**config.mk**
```make
export PLATFORM = sky130hd
export DESIGN_NAME = branch_resolve
export DESIGN_NICKNAME = d
export VERILOG_FILES = /design/src/rtl/branch_resolve.sv
export SDC_FILE = /design/constraint.sdc
export NUM_CORES = 1
export LEC_CHECK = 0
export CAP_MARGIN = 20
export CORE_AREA = 2 2 154 156
export DETAILED_ROUTE_END_ITERATION = 8
export DIE_AREA = 0 0 156 158
export SYNTH_ARGS = -nofsm -noshare
export SYNTH_HDL_FRONTEND = slang
export SYNTH_SLANG_ARGS = --single-unit
```
**constraint.sdc**
```tcl
create_clock -name clk -period 2.7 [get_ports clk]
set_input_delay 0.27 -clock clk [delete_from_list [all_inputs] [get_ports clk]]
set_output_delay 0.27 -clock clk [all_outputs]
set_load 0.005 [all_outputs]
```
**src/rtl/branch_resolve.sv**
```systemverilog
// Execute-stage branch resolver: decides taken/target for the EX instruction and
// drives the registered redirect strobe, PC-relative offset and flush to fetch.
module branch_resolve #(
  parameter int FLUSH_CYCLES = 2,
  parameter int CNT_W        = 16
) (
  input  logic             clk,
  input  logic             rst,
  input  logic             ex_valid,
  input  logic [4:0]       ex_opcode,
  input  logic [31:0]      ex_pc,
  input  logic [31:0]      ex_imm,
  input  logic [31:0]      ex_opA,
  input  logic [31:0]      ex_opB,
  input  logic [31:0]      fetch_pc,
  input  logic             stall,
  output logic             branchtaken,
  output logic [31:0]      branchimmediate,
  output logic             flush,
  output logic [CNT_W-1:0] taken_count
);

  localparam logic [4:0] OP_J   = 5'b00001;
  localparam logic [4:0] OP_JAL = 5'b00011;
  localparam logic [4:0] OP_JR  = 5'b00100;
  localparam logic [4:0] OP_BNE = 5'b00010;
  localparam logic [4:0] OP_BLT = 5'b00110;

  localparam logic [2:0] CNT_INIT = 3'(FLUSH_CYCLES - 1);

  typedef enum logic [1:0] {
    IDLE,
    REDIRECT,
    FLUSH
  } state_t;

  state_t           state_q;
  logic [2:0]       cnt_q;
  logic             branchtaken_q;
  logic [31:0]      branchimmediate_q;
  logic             flush_q;
  logic [CNT_W-1:0] taken_count_q;

  logic             taken_d;
  logic [31:0]      target_d;
  logic [31:0]      offset_d;
  logic             accept_d;
  logic signed [31:0] opa_s;
  logic signed [31:0] opb_s;

  function automatic logic [CNT_W-1:0] sat_inc(input logic [CNT_W-1:0] v);
    return (&v) ? v : v + CNT_W'(1);
  endfunction

  assign opa_s = ex_opA;
  assign opb_s = ex_opB;

  always_comb begin
    taken_d  = 1'b0;
    target_d = ex_pc + 32'd1 + ex_imm;
    unique case (ex_opcode)
      OP_J, OP_JAL: begin
        taken_d  = 1'b1;
        target_d = {5'b0, ex_imm[26:0]};
      end
      OP_JR: begin
        taken_d  = 1'b1;
        target_d = ex_opB;
      end
      OP_BNE: taken_d = (ex_opA != ex_opB);
      OP_BLT: taken_d = (opa_s < opb_s);
      default: taken_d = 1'b0;
    endcase
  end

  // Fetch will already have stepped to fetch_pc+1 when the strobe lands.
  assign offset_d = target_d - (fetch_pc + 32'd1);
  assign accept_d = ex_valid & taken_d;

  always_ff @(posedge clk or posedge rst) begin
    if (rst) begin
      state_q           <= IDLE;
      cnt_q             <= 3'd0;
      branchtaken_q     <= 1'b0;
      branchimmediate_q <= 32'd0;
      flush_q           <= 1'b0;
      taken_count_q     <= '0;
    end else if (!stall) begin
      case (state_q)
        IDLE: begin
          if (accept_d) begin
            state_q           <= REDIRECT;
            branchtaken_q     <= 1'b1;
            branchimmediate_q <= offset_d;
            flush_q           <= 1'b1;
            cnt_q             <= CNT_INIT;
            taken_count_q     <= sat_inc(taken_count_q);
          end else begin
            branchtaken_q <= 1'b0;
          end
        end
        REDIRECT: begin
          branchtaken_q <= 1'b0;
          if (cnt_q == 3'd0) begin
            state_q <= IDLE;
            flush_q <= 1'b0;
          end else begin
            state_q <= FLUSH;
            cnt_q   <= cnt_q - 3'd1;
          end
        end
        // Wrong-path shadow: EX contents are ignored until the count drains.
        FLUSH: begin
          if (cnt_q == 3'd0) begin
            state_q <= IDLE;
            flush_q <= 1'b0;
          end else begin
            cnt_q <= cnt_q - 3'd1;
          end
        end
        default: begin
          state_q       <= IDLE;
          branchtaken_q <= 1'b0;
          flush_q       <= 1'b0;
        end
      endcase
    end
  end

  assign branchtaken     = branchtaken_q;
  assign branchimmediate = branchimmediate_q;
  assign flush           = flush_q;
  assign taken_count     = taken_count_q;

endmodule

```
==> impl_metrics.ini, run 1 <==
[final_layout]
area_growth_pct = 86.5
drive_above_1_share_pct = 35.2
multi_input_area_mm2 = 0.00602
seqCellArea_mm2 = 0.00138
layout.cells.non_filler = 1617
fillCellCount = 2129
n_antenna_cell = 0
fin_nets = 1598
final_cell_area_mm2 = 0.0127

[global_routing]
grt_overflow = 0
grt_max_degree = 32
gr-max-usage-layer = met2
grt_pass1_vias = 7985
antenna_found_initial = 0
grt_pass1_wl_um = 39300
grt_usage_pct = 19.9
grt_util_met2_pct = 34.3
grt_use_met1_pct = 26.3
grt_use_met3_pct = 2.46

[sta]
fin_setup_tns_ns = -30.28
finalCriticalPeriod_ns = 4.34
worst_pin_slew_ns = 0.611
holdWs_ns = 0.375
min_period_over_period_pct = 161
layout_setup_ws_ns = -1.64
slew_violations = 0
rsz0062_at_grt = yes
fmax_mhz = 230
finalHoldViolations = 0
skew_ns = 0.00333
finalSetupViolations = 26
slew_headroom_pct = 59.2

[placement]
dpl.hpwl_um = 21000
port_buffers = 218
dpl_cell_area_mm2 = 0.0112
place_congestion = 0.868
dpl_worst_slack_ns = -2.36
place_inst = 1577

[pwr]
ir_drop_v = 0.000287
p_per_area_mw_per_mm2 = 500
p_leak_nw = 6.10

[detailed_routing]
wl_um = 25200
avgViaCountPerCell = 4.92
drt_first_pass_iters = 5
drt_iter0_drc = 371
dr_total_vias = 7961
ant_nets = 0
drc = 0
post_drt_wl_per_cell_um = 15.6

[setup_path]
crit_arrival_ns = 4.52
crit_path_max_incr_delay_ns = 0.39
cp_common_cell = xnor2_1
slowest_stage = o31a_4
r2r_start = taken_count[2]$_DFFE_PP0P_
crit_buf_inv = 4
crit_required_ns = 2.88
end_kind = flop
crit_type = input pin to flop
critPathMaxFanout = 4
startpoint = ex_imm[0]
crit_family = compound AO/OA/AOI/OAI gates
cp-start-kind = input pin
path_cells = buf_12, inv_12, ha_4, inv_2, fa_2, a21o_1, a21o_1, a211o_1, a41o_1, o31a_4, buf_6, o211ai_4, a21oi_1, xnor2_1, o21ai_1, ha_1, a21oi_2, nor2_1, a211oi_2, o2111ai_2, xnor2_1, xnor2_1, mux2_4

[logic_synthesis]
synthTopCellsByArea = dfrtp_1, ha_1, o21ai_0, xnor2_1, inv_1
synth_ff_type = dfrtp_1
synth_most_common_cell = ha_1
avgSynthCellArea_um2 = 7.98
yosysSeqAreaShare_pct = 20.3
yosys_warnings = 0
synth_seq_cells = 55
synth_largest_area_cell = dfrtp_1
synth_nets = 1122
synth_top_area_share_pct = 20.3
ys_top_cells_by_count = ha_1, inv_1, nand2_1
synthDistinctLibCells = 76
netlist_instances = 851
syn-cell-area_mm2 = 0.00679
synth_edf_count = 0
ys_async_sr_fraction_pct = 100

[floorplan]
rows = 56
core_mm2 = 0.0231
start_util_pct = 29.5
die_w_um = 156
io-pin-count = 219
die_h_um = 158
dieArea_mm2 = 0.0246

[clock_tree]
cts_tree = done
clk_pin_slew_ns = 0.07
numCtsBuffers = 5
cts-root-buf = clkbuf_16
clockBufferDepth = 2
postCtsHoldBufs = 0
clkSinkCount = 55
cts_max_level = 2
clk_latency_ns = 0.29

[outcome]
status = complete, but fails checks
violations = setup timing

[min_path]
hold_path.class = input pin to async pin

[job]
drv_cap = 0
cells in the final DEF (no fill, tap or decap), drive strengths merged, types with 6 or more instances in the layout:
cell	Yosys	routed
ha	100	100
o22ai	7	7
clkdlybuf4s50	0	151
nand2	87	87
clkbuf	10	10
o21bai	6	6
dlygate4sd2	0	17
and3	10	10
o31a	6	6
inv	92	91
o211ai	10	10
a31oi	10	10
xnor2	42	42
buf	8	270
a21o	30	30
o21ai	91	91
a21oi	64	64
dlymetal6s2s	0	39
a22oi	23	23
nor2	31	31
dfrtp	55	55
nand2b	9	9
nor3	17	17
a211oi	6	6
nand4	13	13
xor2	24	24
nand3	24	24
stage by stage:
stage | power, mW | util [%]
2_1_floorplan | 3.08 | -
3_3_place_gp | 4.94 | 48.8
3_5_place_dp | 5.00 | 48.8
4_1_cts | 6.06 | 52.1
5_1_grt | 6.82 | 55.0
6_report | 6.33 | 55.0
final cells by class:
cell class,count,share of cell area (%)
clock inverters,2,0.296
clock buffers,5,0.987
repair buffers,486,34.6
flip-flops and latches,55,10.9
well taps,290,2.86
multi-input cells,687,47.5
inverters,92,2.86
registers in the layout, indices dropped and copies added (netlist names):
signal,cells
branchimmediate,32
branchtaken,1
cnt_q,3
flush,1
state_q,2
taken_count,16
what timing repair did:
action,in CTS,in global routing
resized for setup,155,152
endpoints found under the setup margin,53,50
pin swaps,85,116
cloned,1,0
buffers inserted,17,21
where the power goes:
part           switching [mW]  total [mW]  internal, mW
Combinational            1.93        4.33          2.40
Clock                   0.292       0.725         0.433
Sequential              0.174        1.27          1.10
Total                    2.40        6.33          3.94
cell families (layout without fill, tap and decap cells):
kind of cell,count (synthesis),count (layout),share of synthesized area [%]
flip-flops,55,55,20.3
multiplexers,4,4,0.700
XOR/XNOR,66,66,8.51
buffers and inverters,110,585,6.30
AO/OA/AOI/OAI,289,289,28.3
adder cells (fa/ha/maj),102,102,19.0
AND/OR/NAND/NOR,225,226,17.0
layer usage:
metal	wire length (um)	vias up	part of all wire, %
met5	0	-	0
met4	558	0	2.2
met3	1070	36	4.2
met2	12000	212	47
met1	11700	3669	46
li1	-	4044	-
worst paths after layout:
path,to,slack (ns),depth (start not counted)
worst max register to register,taken_count[1]$_DFFE_PP0P_,0.41,7
worst max-delay path,branchimmediate[31]$_DFFE_PP0P_,-1.64,23
max in group asynchronous,branchimmediate[28]$_DFFE_PP0P_,1.76,3
worst min register to register,branchimmediate[4]$_DFFE_PP0P_,0.48,2
min in group clk,branchimmediate[4]$_DFFE_PP0P_,0.48,2
worst min-delay path,taken_count[5]$_DFFE_PP0P_,0.37,2
(Power assumes the default switching activity.)
==> inputs of run 2 (changes only) <==
--- a/config.mk
+++ b/config.mk
@@ -9,6 +9,7 @@
 export CORE_AREA = 2 2 154 156
 export DETAILED_ROUTE_END_ITERATION = 8
 export DIE_AREA = 0 0 156 158
+export HOLD_SLACK_MARGIN = 0.06
 export SYNTH_ARGS = -nofsm -noshare
 export SYNTH_HDL_FRONTEND = slang
 export SYNTH_SLANG_ARGS = --single-unit
==> constraint.sdc (replaced) <==
create_clock -name clk -period 4.2 [get_ports clk]
set_input_delay 0.42 -clock clk [delete_from_list [all_inputs] [get_ports clk]]
set_output_delay 0.42 -clock clk [all_outputs]
set_load 0.005 [all_outputs]
==> run 2 against run 1 <==
  * The flow still finishes with violations (setup timing)
  * Flip-flop and latch count unchanged
  * Clock skew hardly changed
  * Clock power is 27% lower
  * Power is 40% lower
  * Register-to-register slack better by 1.5 ns
  * Non-clock buffer count is 81 lower
  * Sequential share of layout area increased by 1.4 points
  * Core utilization fell by 6.3 points
  * Final cell count down 5.0%
==> impl_metrics.ini, run 2 (same netlist as run 1, synthesis figures left out) <==
[clock_tree]
clkSinkCount = 55
cts_max_level = 2
cts_tree = done
clk_pin_slew_ns = 0.07
numCtsBuffers = 5
cts-root-buf = clkbuf_16
clockBufferDepth = 2
clk_latency_ns = 0.29
postCtsHoldBufs = 0

[sta]
slew_headroom_pct = 59.0
worst_pin_slew_ns = 0.612
finalSetupViolations = 11
min_period_over_period_pct = 108
skew_ns = 0.00381
layout_setup_ws_ns = -0.316
slew_violations = 0
fmax_mhz = 221
rsz0062_at_grt = yes
finalCriticalPeriod_ns = 4.52
fin_setup_tns_ns = -1.07
finalHoldViolations = 0

[global_routing]
grt_use_met1_pct = 24.6
gr-max-usage-layer = met2
grt_overflow = 0
grt_max_degree = 65
grt_use_met3_pct = 2.85
grt_usage_pct = 18.6
grt_pass1_wl_um = 36700
antenna_found_initial = 1
grt_pass1_vias = 7397
grt_util_met2_pct = 32.4

[setup_path]
critPathMaxFanout = 4
r2r_start = taken_count[2]$_DFFE_PP0P_
crit_arrival_ns = 4.69
crit_family = compound AO/OA/AOI/OAI gates
path_cells = buf_12, inv_12, ha_4, inv_2, fa_2, a21o_1, a21o_1, a211o_1, a41o_1, o31a_4, o21ai_2, xor2_1, o21ai_0, ha_1, a21o_1, a21o_1, a21oi_2, nor2_1, a211oi_2, o2111ai_2, xnor2_1, xnor2_1, mux2_4
crit_required_ns = 4.38
crit_path_max_incr_delay_ns = 0.38
r2r_end = taken_count[1]$_DFFE_PP0P_
rr_worst_depth = 7
r2r_slack_ns = 1.95
end_kind = flop
slowest_stage = fa_2
cp_common_cell = a21o_1
crit_type = input pin to flop
crit_buf_inv = 3
cp-start-kind = input pin

[detailed_routing]
drt_iter0_drc = 368
drc = 0
dr_total_vias = 7505
post_drt_wl_per_cell_um = 15.3
wl_um = 23500
drt_first_pass_iters = 5
avgViaCountPerCell = 4.89
ant_nets = 0

[placement]
place_congestion = 0.848
dpl_worst_slack_ns = -1.14
port_buffers = 218
dpl.hpwl_um = 20500

[final_layout]
drive_above_1_share_pct = 22.2
final_cell_mix = clkdlybuf4s50_1, buf_4, ha_1
n_antenna_cell = 0
seqCellArea_mm2 = 0.00138
fin_nets = 1516
fillCellCount = 2247
final_common_cell = clkdlybuf4s50_1
largest_reg_flops = 32
multi_input_area_mm2 = 0.00530
area_growth_pct = 65.0

[pwr]
ir_drop_v = 0.000196
p_leak_nw = 5.26
power_mw = 3.78
p_per_area_mw_per_mm2 = 337

[floorplan]
die_w_um = 156
io-pin-count = 219
rows = 56
die_h_um = 158
core_mm2 = 0.0231
start_util_pct = 29.5
dieArea_mm2 = 0.0246

[outcome]
status = complete, but fails checks
violations = setup timing

[job]
drv_cap = 0

[min_path]
hold_path.class = input pin to async pin
[run 2: per-layer routing]
layer	share of wire (%)	wire, um
met5	0	0
met4	1.1	250
met3	5.2	1220
met2	47	11100
met1	46	10900
[run 2: repair_timing]
action,CTS,global route
setup buffers,4,9
setup endpoints to repair,22,21
pin swaps,34,40
gates resized for setup,43,47
[run 2: stage by stage]
stage               utilization [%]  hold WS [ns]  cell area [um^2]  instances
floorplan                         -         0.470              6880        851
global placement               46.3         0.462             10700       1516
detailed placement             46.3         0.470             10700       1516
CTS                            47.6         0.486             11000       1528
global route                   48.6         0.501             11200       1536
finish                         48.6         0.478             11200       1536
[run 2: worst max-delay path by stage]
| stage | from | end | slack [ns] | cells past startpoint |
|---|---|---|---|---|
| 2_1_floorplan | ex_imm[0] | branchimmediate[31]$_DFFE_PP0P_ | -0.17 | 23 |
| 3_5_place_dp | ex_imm[0] | branchimmediate[31]$_DFFE_PP0P_ | -1.14 | 26 |
| 4_1_cts | ex_imm[0] | branchimmediate[31]$_DFFE_PP0P_ | -0.34 | 26 |
| 5_1_grt | ex_imm[4] | branchimmediate[30]$_DFFE_PP0P_ | -0.49 | 23 |
| 6_report | ex_imm[0] | branchimmediate[31]$_DFFE_PP0P_ | -0.32 | 23 |
| 3_3_place_gp | ex_imm[0] | branchimmediate[31]$_DFFE_PP0P_ | -1.02 | 26 |
[run 2: worst register-to-register path, stage by stage, from the launching register on]
cell	delay (ns)
dfrtp_1	0.44
and4_1	0.27
and3_1	0.21
and3_1	0.24
nand2_1	0.13
nor3_2	0.45
nor2_8	0.09
mux2_4	0.31
[run 2: layout make-up]
cell class              count  area share [%]
clock buffers               6            1.15
flip-flops and latches     55            12.3
multi-input cells         686            47.2
well taps                 290            3.24
inverters                  92            3.24
clock inverters             2           0.536
repair buffers            405            32.3
[run 2: power by group]
group	switching, mW	leakage, nW	internal (mW)
combinational	1.09	4.45	1.34
clock	0.186	0.0911	0.342
sequential	0.109	0.719	0.706
==> inputs of run 3 (changes only) <==
--- a/config.mk
+++ b/config.mk
@@ -6,9 +6,9 @@
 export NUM_CORES = 1
 export LEC_CHECK = 0
 export CAP_MARGIN = 20
-export CORE_AREA = 2 2 154 156
+export CORE_AREA = 4 4 156 158
 export DETAILED_ROUTE_END_ITERATION = 8
-export DIE_AREA = 0 0 156 158
+export DIE_AREA = 0 0 160 162
 export HOLD_SLACK_MARGIN = 0.06
 export SYNTH_ARGS = -nofsm -noshare
 export SYNTH_HDL_FRONTEND = slang
==> run 3 against run 2 <==
  * The run still ends with setup timing left
  * Clock skew up 0.0032 ns
  * Wire length rose by 3.9%
  * Critical path depth did not move
  * Register-to-register slack better by 0.02 ns
  * Cell area increased by 1.8%
  * Die area rose by 5.2%
  * Worst hold slack better by 0.00099 ns
  * Sequential share of layout area is 0.22 points lower
  * Critical endpoint unchanged
  * Largest cell class unchanged
  * Largest power group unchanged
  * Highest routed layer is now met5
==> impl_metrics.ini, run 3 (same netlist as run 1, synthesis figures left out) <==
[outcome]
status = complete, but fails checks
violations = setup timing

[final_layout]
drive_above_1_share_pct = 24.3
multi_input_area_mm2 = 0.00540
layout.cells.non_filler = 1549
n_antenna_cell = 0
area_growth_pct = 68.0
seqCellArea_mm2 = 0.00138
final_util_pct = 49.4
final_cell_mix = clkdlybuf4s50_1, buf_4, ha_1
fillCellCount = 2216
final_common_cell = clkdlybuf4s50_1
largest_reg_flops = 32
fin_nets = 1529

[setup_path]
end_kind = flop
rr_worst_depth = 7
critPathMaxFanout = 4
r2r_slack_ns = 1.97
crit_type = input pin to flop
startpoint = ex_pc[0]
r2r_start = taken_count[2]$_DFFE_PP0P_
crit_arrival_ns = 4.69
crit_required_ns = 4.39
cp-start-kind = input pin
r2r_end = taken_count[1]$_DFFE_PP0P_
crit_end = branchimmediate[31]$_DFFE_PP0P_

[floorplan]
start_util_pct = 29.4
rows = 56
io-pin-count = 219
die_h_um = 162
dieArea_mm2 = 0.0259
die_w_um = 160
core_mm2 = 0.0231

[pwr]
ir_drop_v = 0.000239
p_leak_nw = 5.34
p_per_area_mw_per_mm2 = 333
power_mw = 3.81

[sta]
slew_headroom_pct = 61.6
worst_pin_slew_ns = 0.575
fin_setup_tns_ns = -2.21
min_period_over_period_pct = 107
layout_setup_ws_ns = -0.304
finalHoldViolations = 0
rsz0062_at_grt = yes
fmax_mhz = 222
slew_violations = 0
skew_ns = 0.00706
finalCriticalPeriod_ns = 4.50
finalSetupViolations = 12

[clock_tree]
clk_pin_slew_ns = 0.07
cts-root-buf = clkbuf_16
clkSinkCount = 55
cts_max_level = 2
cts_tree = done
clk_latency_ns = 0.30
numCtsBuffers = 5
clockBufferDepth = 2
postCtsHoldBufs = 0

[min_path]
min_from = branchimmediate[9]$_DFFE_PP0P_
hold_path.class = flop to flop

[detailed_routing]
avgViaCountPerCell = 4.87
drc = 0
ant_nets = 0
drt_iter0_drc = 310
dr_total_vias = 7547
drt_first_pass_iters = 5
wl_um = 24400
post_drt_wl_per_cell_um = 15.8

[placement]
port_buffers = 218
dpl_worst_slack_ns = -1.11
place_congestion = 0.884
dpl.hpwl_um = 21200
place_inst = 1523

[global_routing]
grt_pass1_vias = 7568
antenna_found_initial = 1
grt_pass1_wl_um = 37800
grt_overflow = 0
grt_max_degree = 51
grt_usage_pct = 17.8

[job]
drv_cap = 0
-- run 3: cell type report --
cell class / count / share of cell area, %
multi-input combinational: 686 / 47.3
timing repair buffer: 418 / 32.8
sequential: 55 / 12.1
inverter: 92 / 3.18
tap: 290 / 3.18
clock buffer: 5 / 1.10
clock inverter: 3 / 0.384
-- run 3: per-stage QoR --
| step | instance area [um^2] | hold WS [ns] |
|---|---|---|
| finish | 11400 | 0.479 |
| CTS | 11000 | 0.485 |
| floorplan | 6880 | 0.470 |
| global route | 11400 | 0.505 |
| detailed placement | 10700 | 0.469 |
| global placement | 10700 | 0.459 |
-- run 3: worst min-delay path by stage --
stage,to,slack (ns),cells after the start
5_1_grt,branchimmediate[16]$_DFFE_PP0P_,0.51,2
3_3_place_gp,branchimmediate[15]$_DFFE_PP0P_,0.46,2
6_report,branchimmediate[9]$_DFFE_PP0P_,0.48,2
3_5_place_dp,branchimmediate[17]$_DFFE_PP0P_,0.47,2
4_1_cts,branchimmediate[17]$_DFFE_PP0P_,0.49,2
2_1_floorplan,branchimmediate[0]$_DFFE_PP0P_,0.47,2
-- run 3: what timing repair did --
action | 4_1_cts | 5_1_grt
pin swaps | 37 | 60
setup buffers | 7 | 12
endpoints found under the setup margin | 23 | 21
gates resized for setup | 50 | 82
gates cloned | 0 | 0
-- run 3: report_power, final --
group          switching, mW  total, mW  internal [mW]
clock network          0.188      0.470          0.281
logic                   1.13       2.52           1.39
registers              0.107      0.813          0.706
total                   1.43       3.81           2.38
-- run 3: worst max-delay path: stages --
cell and delay, ns:
buf_4 0.12, clkinv_4 0.04, ha_4 0.13, inv_2 0.04, fa_2 0.36, a21o_1 0.16, a21o_1 0.16, a211o_1 0.30
a41o_1 0.28, o31a_4 0.39, o21ai_2 0.13, xor2_1 0.14, o21ai_0 0.12, ha_1 0.35, a21o_1 0.19, a21o_1 0.19
a21oi_2 0.15, nor2_1 0.07, a211oi_2 0.25, o2111ai_2 0.17, xnor2_1 0.16, xnor2_1 0.13, mux2_4 0.25
-- run 3: layer usage --
metal	up-vias	share of wire [%]	global-route usage, %
li1	3911	-	-
met1	3426	46	23.9
met2	180	48	31.0
met3	28	4.2	2.08
met4	2	1.6	3.95
met5	-	0.049	0
